==> src/rtl/parity_arb_seq_if.sv <==
// Handshake bundle for parity_arb_seq: two requester channels and one result channel.
// The DUT connects through the slave modport and the driving side through master.
interface parity_arb_seq_if #(
    parameter int NIBBLES = 4
);
    localparam int W = 4 * NIBBLES;

    logic         req0_valid;
    logic [W-1:0] req0_data;
    logic         req0_ready;
    logic         req1_valid;
    logic [W-1:0] req1_data;
    logic         req1_ready;
    logic         res_valid;
    logic         res_ready;
    logic         res_id;
    logic         res_parity;
    logic [7:0]   res_count;

    modport slave (
        input  req0_valid, req0_data, req1_valid, req1_data, res_ready,
        output req0_ready, req1_ready, res_valid, res_id, res_parity, res_count
    );

    modport master (
        output req0_valid, req0_data, req1_valid, req1_data, res_ready,
        input  req0_ready, req1_ready, res_valid, res_id, res_parity, res_count
    );
endinterface

==> src/rtl/parity_arb_seq.sv <==
// Two-requester round-robin arbiter feeding one shared 4-input parity evaluator,
// which folds the accepted word one nibble per cycle into a registered result.
module parity_arb_seq #(
    parameter int NIBBLES = 4
) (
    input  logic            clk,
    input  logic            aresetn,
    parity_arb_seq_if.slave bus
);
    localparam int W = 4 * NIBBLES;

    typedef enum logic [1:0] {IDLE, EVAL, DONE} state_t;

    state_t       state, state_nx;
    logic [W-1:0] data_q;
    logic         id_q;
    logic         last_grant;
    logic [3:0]   cnt;
    logic         acc;
    logic         res_id_q;
    logic         res_parity_q;
    logic [7:0]   res_count_q;

    logic         grant_any;
    logic         grant_id;
    logic         last_nibble;
    logic         handshake;
    logic [3:0]   nib;
    logic         nib_par;

    // Grant is gated by aresetn so neither ready can be seen while reset is held.
    always_comb begin
        // NOTE: every always_comb output gets a default first so no path infers a latch.
        grant_any = 1'b0;
        grant_id  = 1'b0;
        if (state == IDLE && aresetn) begin
            if (bus.req0_valid && bus.req1_valid) begin
                grant_any = 1'b1;
                grant_id  = ~last_grant;
            end else if (bus.req0_valid) begin
                grant_any = 1'b1;
            end else if (bus.req1_valid) begin
                grant_any = 1'b1;
                grant_id  = 1'b1;
            end
        end
    end

    assign bus.req0_ready = grant_any && !grant_id;
    assign bus.req1_ready = grant_any && grant_id;

    always_comb begin
        nib = 4'h0;
        for (int i = 0; i < NIBBLES; i++) begin
            if (cnt == 4'(i)) nib = data_q[4*i +: 4];
        end
    end

    // The single shared evaluator.
    assign nib_par     = nib[0] ^ nib[1] ^ nib[2] ^ nib[3];
    assign last_nibble = (state == EVAL) && (cnt == 4'(NIBBLES - 1));
    assign handshake   = (state == DONE) && bus.res_ready;

    always_ff @(posedge clk or negedge aresetn) begin
        if (!aresetn) state <= IDLE;
        else          state <= state_nx;
    end

    always_comb begin
        state_nx = state;
        case (state)
            IDLE:    if (grant_any)   state_nx = EVAL;
            EVAL:    if (last_nibble) state_nx = DONE;
            DONE:    if (handshake)   state_nx = IDLE;
            default:                  state_nx = IDLE;
        endcase
    end

    always_ff @(posedge clk or negedge aresetn) begin
        if (!aresetn) begin
            data_q       <= '0;
            id_q         <= 1'b0;
            last_grant   <= 1'b1;
            cnt          <= 4'h0;
            acc          <= 1'b0;
            res_id_q     <= 1'b0;
            res_parity_q <= 1'b0;
            res_count_q  <= 8'h00;
        end else begin
            // NOTE: non-blocking assignments keep every register sampling pre-edge values.
            if (grant_any) begin
                data_q     <= grant_id ? bus.req1_data : bus.req0_data;
                id_q       <= grant_id;
                last_grant <= grant_id;
                cnt        <= 4'h0;
                acc        <= 1'b0;
            end else if (state == EVAL) begin
                acc <= acc ^ nib_par;
                cnt <= cnt + 4'h1;
                if (last_nibble) begin
                    res_parity_q <= acc ^ nib_par;
                    res_id_q     <= id_q;
                end
            end
            if (handshake) res_count_q <= res_count_q + 8'h01;
        end
    end

    assign bus.res_valid  = (state == DONE);
    assign bus.res_id     = res_id_q;
    assign bus.res_parity = res_parity_q;
    assign bus.res_count  = res_count_q;
endmodule

==> src/flat_wrapper.sv <==
// flat-port wrapper written by rule: the top's interface ports become plain ports
module parity_arb_seq_flat 
#(
    parameter int NIBBLES = 4
)
  (clk, aresetn, bus_req0_valid, bus_req0_data, bus_req1_valid, bus_req1_data, bus_res_ready, bus_req0_ready, bus_req1_ready, bus_res_valid, bus_res_id, bus_res_parity, bus_res_count);
  parity_arb_seq_if #(.NIBBLES(NIBBLES)) bus_i ();
  input  logic clk;
  input  logic aresetn;
  input wire logic [$bits(bus_i.req0_valid)-1:0] bus_req0_valid;
  input wire logic [$bits(bus_i.req0_data)-1:0] bus_req0_data;
  input wire logic [$bits(bus_i.req1_valid)-1:0] bus_req1_valid;
  input wire logic [$bits(bus_i.req1_data)-1:0] bus_req1_data;
  input wire logic [$bits(bus_i.res_ready)-1:0] bus_res_ready;
  output wire logic [$bits(bus_i.req0_ready)-1:0] bus_req0_ready;
  output wire logic [$bits(bus_i.req1_ready)-1:0] bus_req1_ready;
  output wire logic [$bits(bus_i.res_valid)-1:0] bus_res_valid;
  output wire logic [$bits(bus_i.res_id)-1:0] bus_res_id;
  output wire logic [$bits(bus_i.res_parity)-1:0] bus_res_parity;
  output wire logic [$bits(bus_i.res_count)-1:0] bus_res_count;
  assign bus_i.req0_valid = bus_req0_valid;
  assign bus_i.req0_data = bus_req0_data;
  assign bus_i.req1_valid = bus_req1_valid;
  assign bus_i.req1_data = bus_req1_data;
  assign bus_i.res_ready = bus_res_ready;
  assign bus_req0_ready = bus_i.req0_ready;
  assign bus_req1_ready = bus_i.req1_ready;
  assign bus_res_valid = bus_i.res_valid;
  assign bus_res_id = bus_i.res_id;
  assign bus_res_parity = bus_i.res_parity;
  assign bus_res_count = bus_i.res_count;
  parity_arb_seq #(.NIBBLES(NIBBLES)) u_core (.clk(clk), .aresetn(aresetn), .bus(bus_i));
endmodule
==> config.mk <==
export PLATFORM = sky130hd
export DESIGN_NAME = parity_arb_seq_flat
export DESIGN_NICKNAME = d
export VERILOG_FILES = /design/src/rtl/parity_arb_seq_if.sv /design/src/rtl/parity_arb_seq.sv /design/src/flat_wrapper.sv
export SDC_FILE = /design/constraint.sdc
export NUM_CORES = 1
export LEC_CHECK = 0
export ABC_AREA = 1
export ABC_CLOCK_PERIOD_IN_PS = 1350
export CORE_MARGIN = 2
export CORE_UTILIZATION = 45
export CTS_BUF_LIST = sky130_fd_sc_hd__clkbuf_8
export DETAILED_ROUTE_END_ITERATION = 6
export GPL_ROUTABILITY_DRIVEN = 0
export PLACE_DENSITY_LB_ADDON = 0.05
export SYNTH_ARGS = -nofsm -noshare
export SYNTH_HDL_FRONTEND = slang
export SYNTH_SLANG_ARGS = --single-unit
==> constraint.sdc <==
create_clock -name clk -period 1.35 [get_ports clk]
set_input_delay 0.2025 -clock clk [delete_from_list [all_inputs] [get_ports clk]]
set_output_delay 0.2025 -clock clk [all_outputs]
set_load 0.1 [all_outputs]
==> impl_metrics.csv, run 1 <==
group,metric,value,unit
finish,fillers,301,
worst_setup_path,path_class,"flip-flop to output port",
sta,slew_headroom,0.706,
power_and_ir_drop,leakagePower,0.00143,µW
worst_setup_path,worst-r2r-setup-slack,-160,ps
drt,wl,4420,µm
floorplanning,core,4000,µm²
sta,setup_viol_count_final,21,
worst_setup_path,r2r_start,"u_core.cnt[1]",
floorplanning,die_area,4710,µm²
finish,drive_above_1_share,0.311,
worst_setup_path,reg2reg_to,"u_core.acc",
run_status,outcome,"complete, but fails checks",
logic_synthesis,ys.warnings.count,0,
worst_setup_path,cp_max_fo,3,
worst_setup_path,required,1150,ps
floorplanning,initial_utilization,0.470,
worst_hold_path,holdCritPathClass,"input pin to asynchronous set/reset pin",
power_and_ir_drop,powerDensity,2020,nW/µm²
worst_setup_path,max_stage_delay,530,ps
job,cap_violations,0,
placement,dpl.hpwl,3360,µm
worst_setup_path,crit_end,"bus_req0_ready",
clocking,insertion_delay,280,ps
global_route,grt_max_degree,36,
worst_setup_path,crit_chain,"inv_2 -> o211ai_4 -> nand2_1 -> inv_2 -> buf_12",
clocking,clockBufferDepth,2,
logic_synthesis,netlist_area,1880,µm²
sta,setup_tns,-1500,ps
worst_setup_path,rr_worst_depth,13,
floorplanning,top_level_ports,50,
sta,finalCritPeriodShare,1.20,
worst_setup_path,critPathMostFrequentCell,"inv_2",
finish,diodes,0,
worst_setup_path,cp-startpoint,"u_core.last_grant",
global_route,grt_pass1_wl,7220,µm
finish,mostFrequentLayoutCells,"74 x nand2_1, 35 x clkdlybuf4s50_1, 31 x dfrtp_1",
worst_setup_path,cp_data_arrival_time,1420,ps
worst_setup_path,endpoint_kind,"output port",
floorplanning,fp-row-count,23,
sta,hold_viol_final,0,
sta,rsz0062_at_grt,"yes",
global_route,grt_pass1_vias,1720,
finish,seqCellArea,881,µm²
clocking,cts_made_buffers,5,
drt,wire_per_inst,12.2,µm
logic_synthesis,ys_types,29,
drt,dr.first_iter.drc_count,102,
clocking,cts.sinks,35,
run_status,violations,"setup timing",
drt,viasPerCell,4.77,
floorplanning,chipHeight,68.7,µm
placement,place_ws,-267,ps
logic_synthesis,mappedNetlistNets,270,
sta,fmax,615,MHz
finish,final_common_cell,"nand2_1",
finish,areaGrowthSynthToFinish,58.0,%
finish,final_core_util,0.744,
sta,tightest_slew,440,ps
global_route,antenna_found_initial,0,
clocking,cts_tree,"built",
drt,dr.pass1.iters,4,
global_route,grtUsageTotal,0.206,
power_and_ir_drop,total_power,6020,µW
logic_synthesis,synth-seq-cells,35,
clocking,cts-root-buf,"clkbuf_8",
global_route,grt-ovfl-total,0,
drt,drc_errors,0,
worst_setup_path,startpoint_type,"flip-flop",
logic_synthesis,yosysSeqAreaShare,0.466,
drt,vias,1727,
logic_synthesis,syn_avg_cell_area,8.25,µm²
worst_setup_path,slowest_stage,"dfstp_2",
sta,min_period,1620,ps
sta,slew_viol_final,0,
power_and_ir_drop,vdd_drop_max,1.21,mV
finish,nets,355,
drt,antenna_left,0,
logic_synthesis,synth_cells,228,
clocking,path_clk_slew,60,ps
floorplanning,die_w,68.7,µm
placement,portBuffers,49,
sta,fin_ws,-275,ps
finish,multi_input_area,926,µm²
sta,finalClockSkew,3.46,ps
sta,whs,192,ps
clocking,htree_levels,2,
-- how the worst min path moves through the flow --
stage / from / cells after the start / to / slack [ps]
finish: aresetn / 2 / u_core.data_q[9] / 190
global route: aresetn / 2 / u_core.data_q[9] / 220
CTS: aresetn / 2 / u_core.data_q[5] / 180
detailed placement: u_core.data_q[7] / 2 / u_core.data_q[7] / 490
global placement: u_core.data_q[11] / 2 / u_core.data_q[11] / 480
floorplan: aresetn / 0 / u_core.acc / -90
-- layout make-up --
cell class                      instances  share of cell area
Multi-Input combinational cell        155               0.311
Timing Repair Buffer                   82               0.304
Sequential cell                        35               0.296
Inverter                               34              0.0429
Clock buffer                            5              0.0231
Tap cell                               50              0.0210
Clock inverter                          1             0.00126
-- cells in the mapped netlist --
cell / count / share of area
nor4_2: 1 / 0.0066
nand2_1: 77 / 0.15
ha_1: 5 / 0.033
inv_1: 26 / 0.052
o31ai_1: 1 / 0.0040
nand3_1: 19 / 0.051
nand4_1: 1 / 0.0033
dfstp_2: 1 / 0.014
inv_2: 8 / 0.016
xnor2_1: 6 / 0.028
nor2_1: 6 / 0.012
buf_4: 1 / 0.0040
dfrtp_1: 34 / 0.45
buf_6: 1 / 0.0060
buf_2: 2 / 0.0053
xor2_1: 2 / 0.0093
mux2_2: 1 / 0.0060
nand2_2: 3 / 0.010
nand3_2: 2 / 0.011
o21ai_0: 7 / 0.019
o211ai_2: 2 / 0.013
o211ai_1: 8 / 0.032
o21ai_2: 2 / 0.0093
a31oi_1: 1 / 0.0033
o21ai_1: 1 / 0.0027
a21oi_2: 1 / 0.0047
a21oi_1: 3 / 0.0080
nand3b_1: 2 / 0.0080
nor2_4: 4 / 0.024
-- through the flow --
stage,std cells,area (µm²)
finish,362,2970
global route,362,2970
CTS,359,2890
detailed placement,348,2760
global placement,348,2760
floorplan,228,1930
-- cell families after synthesis --
family | Yosys count | synth area share
muxes | 1 | 0.00598
AOI/OAI and AO/OA | 26 | 0.0957
and+or+nand+nor | 115 | 0.279
adders and majority gates | 5 | 0.0332
DFF | 35 | 0.466
buffers and inverters | 38 | 0.0831
xor gates and xnor gates | 8 | 0.0372
-- sequential cells by signal, summed over array words and instances, names as in the netlist --
| signal | cells |
|---|---|
| u_core.acc | 1 |
| u_core.bus.res_count | 8 |
| u_core.bus.res_id | 1 |
| u_core.bus.res_parity | 1 |
| u_core.cnt | 4 |
| u_core.data_q | 16 |
| u_core.id_q | 1 |
| u_core.last_grant | 1 |
| u_core.state | 2 |
-- critical path, delay by kind of cell, from the launching register on --
family	cells	cell delay, ps
DFF	1	530
buffers and inverters	3	340
AOI/OAI and AO/OA	1	190
and+or+nand+nor	1	90
-- per-layer routing --
metal / GRT usage / vias up / wire (µm)
li1: - / 886 / -
met4: 0.0675 / 0 / 48
met2: 0.369 / 32 / 2270
met3: 0.0341 / 6 / 154
met1: 0.250 / 803 / 1950
met5: 0 / - / 0
-- power by group --
group | internal [µW] | leakage (µW) | switching [µW]
combinational | 1510 | 0.000957 | 2020
clock | 336 | 0.0000413 | 336
sequential | 1500 | 0.000434 | 323
-- timing repair --
action	CTS	global route
buffers inserted	5	5
hold buffers	0	0
pin swaps	4	4
gates cloned	0	0
gates resized for setup	9	17
endpoints found under the setup margin	13	27
Note: power is estimated with default switching activity, not from simulation.
==> run 2, diff against run 1 <==
--- a/config.mk
+++ b/config.mk
@@ -8,8 +8,7 @@
 export ABC_AREA = 1
 export ABC_CLOCK_PERIOD_IN_PS = 1350
 export CORE_MARGIN = 2
-export CORE_UTILIZATION = 45
-export CTS_BUF_LIST = sky130_fd_sc_hd__clkbuf_8
+export CORE_UTILIZATION = 43
 export DETAILED_ROUTE_END_ITERATION = 6
 export GPL_ROUTABILITY_DRIVEN = 0
 export PLACE_DENSITY_LB_ADDON = 0.05
==> impl_metrics.csv, run 2 (synthesis results as in run 1) <==
group,metric,value,unit
finish,final_common_cell,"nand2_1",
worst_setup_path,rr_worst_depth,15,
worst_setup_path,required,1150,ps
floorplanning,die_area,4920,µm²
floorplanning,die_w,70.2,µm
worst_setup_path,path_class,"flip-flop to output port",
floorplanning,fp-row-count,24,
sta,setup_viol_count_final,22,
finish,stdcell_count,370,
job,cap_violations,0,
global_route,antenna_found_initial,0,
run_status,outcome,"complete, but fails checks",
clocking,hold_buffers,0,
finish,drive_above_1_share,0.406,
placement,portBuffers,49,
sta,fin_ws,-259,ps
drt,antenna_left,0,
global_route,grtUsageTotal,0.214,
drt,dr.pass1.iters,4,
sta,finalCritPeriodShare,1.19,
power_and_ir_drop,vdd_drop_max,1.07,mV
worst_setup_path,critPathTopFamily,"buffers and inverters",
drt,wire_per_inst,13.2,µm
floorplanning,chipHeight,70.2,µm
global_route,grt_max_degree,36,
sta,tightest_slew,446,ps
worst_hold_path,holdCritPathClass,"input pin to asynchronous set/reset pin",
drt,drc_errors,0,
placement,dp_cells,351,
drt,vias,1760,
sta,rsz0062_at_grt,"yes",
clocking,cts-root-buf,"clkbuf_8",
sta,fmax,622,MHz
finish,areaGrowthSynthToFinish,67.2,%
clocking,cts_made_buffers,5,
run_status,violations,"setup timing",
worst_setup_path,endpoint_kind,"output port",
global_route,grt-ovfl-total,0,
worst_setup_path,path_buf_inv,5,
worst_setup_path,max_stage_delay,400,ps
drt,dr.first_iter.drc_count,82,
worst_setup_path,crit_chain,"inv_2 -> nand3_2 -> inv_2 -> o211ai_2 -> buf_4 -> inv_4 -> buf_12",
worst_setup_path,startpoint_type,"flip-flop",
worst_setup_path,critPathMostFrequentCell,"inv_2",
finish,diodes,0,
clocking,cts_tree,"built",
clocking,htree_levels,2,
sta,finalClockSkew,4.80,ps
finish,fillers,327,
finish,largest_reg_flops,16,
finish,top_register,"u_core.data_q",
global_route,grt_pass1_vias,1801,
sta,slew_viol_final,0,
sta,slew_headroom,0.703,
sta,min_period,1610,ps
floorplanning,top_level_ports,50,
global_route,grt_pass1_wl,8300,µm
worst_setup_path,cp_data_arrival_time,1410,ps
drt,wl,4880,µm
placement,dpl.hpwl,3410,µm
finish,mostFrequentLayoutCells,"51 x nand2_1, 35 x clkdlybuf4s50_1, 31 x dfrtp_1",
floorplanning,core,4290,µm²
power_and_ir_drop,powerDensity,2020,nW/µm²
sta,hold_viol_final,0,
sta,setup_tns,-1520,ps
worst_setup_path,cp_max_fo,2,
drt,viasPerCell,4.76,
clocking,path_clk_slew,70,ps
finish,nets,359,
clocking,cts.sinks,35,
floorplanning,initial_utilization,0.438,
power_and_ir_drop,leakagePower,0.00152,µW
worst_setup_path,cp.depth,7,
clocking,insertion_delay,290,ps
clocking,clockBufferDepth,2,
worst_setup_path,slowest_stage,"dfrtp_1",
==> run 2: repair_timing <==
action,4_1_cts,5_1_grt
resized for setup,11,50
endpoints found under the setup margin,6,30
buffers inserted,7,8
pin swaps,2,23
==> run 2: stage by stage <==
step	cell area, µm²	power (µW)	hold WS, ps	util	setup slack, ps
floorplan	1930	3950	-93.1	-	-350
global placement	2770	5010	492	0.644	-213
detailed placement	2770	5070	495	0.644	-229
CTS	2940	6050	441	0.684	-224
global route	3150	6870	467	0.733	-339
finish	3150	6360	412	0.733	-259
==> run 2: final cells by class <==
| type | instances | area [µm²] | area share |
|---|---|---|---|
| inverter | 34 | 130 | 0.0414 |
| sequential | 35 | 881 | 0.280 |
| tap | 52 | 65.1 | 0.0207 |
| clock buffer | 8 | 100 | 0.0318 |
| multi-input combinational | 155 | 1020 | 0.325 |
| timing repair buffer | 86 | 946 | 0.301 |
==> run 2: routing by layer <==
layer / global-route usage / vias up / wire (µm)
li1: - / 899 / -
met1: 0.299 / 810 / 2250
met2: 0.331 / 42 / 2320
met3: 0.0606 / 9 / 230
met4: 0.0534 / 0 / 74
met5: 0 / - / 0
==> run 2: path summary, 6_finish.rpt <==
kind	startpoint	end	slack, ps
max in group asynchronous	aresetn	u_core.last_grant	580
min reg2reg	u_core.last_grant	u_core.last_grant	510
max	u_core.state[1]	bus_req1_ready	-260
min	aresetn	u_core.data_q[4]	410
min in group clk	bus_req1_data[3]	u_core.data_q[3]	480
max reg2reg	u_core.cnt[0]	u_core.bus.res_parity	-160
==> run 2: report_power, final <==
group / internal, µW / switching (µW)
Sequential: 1500 / 328
Combinational: 1600 / 2090
Clock: 466 / 380
==> run 2: worst register-to-register path, delay by kind of cell, from the launching register on <==
kind,cells,cell delay (ps)
adders and majority gates,1,140
buffers and inverters,3,180
DFF,1,420
and+or+nand+nor,11,660
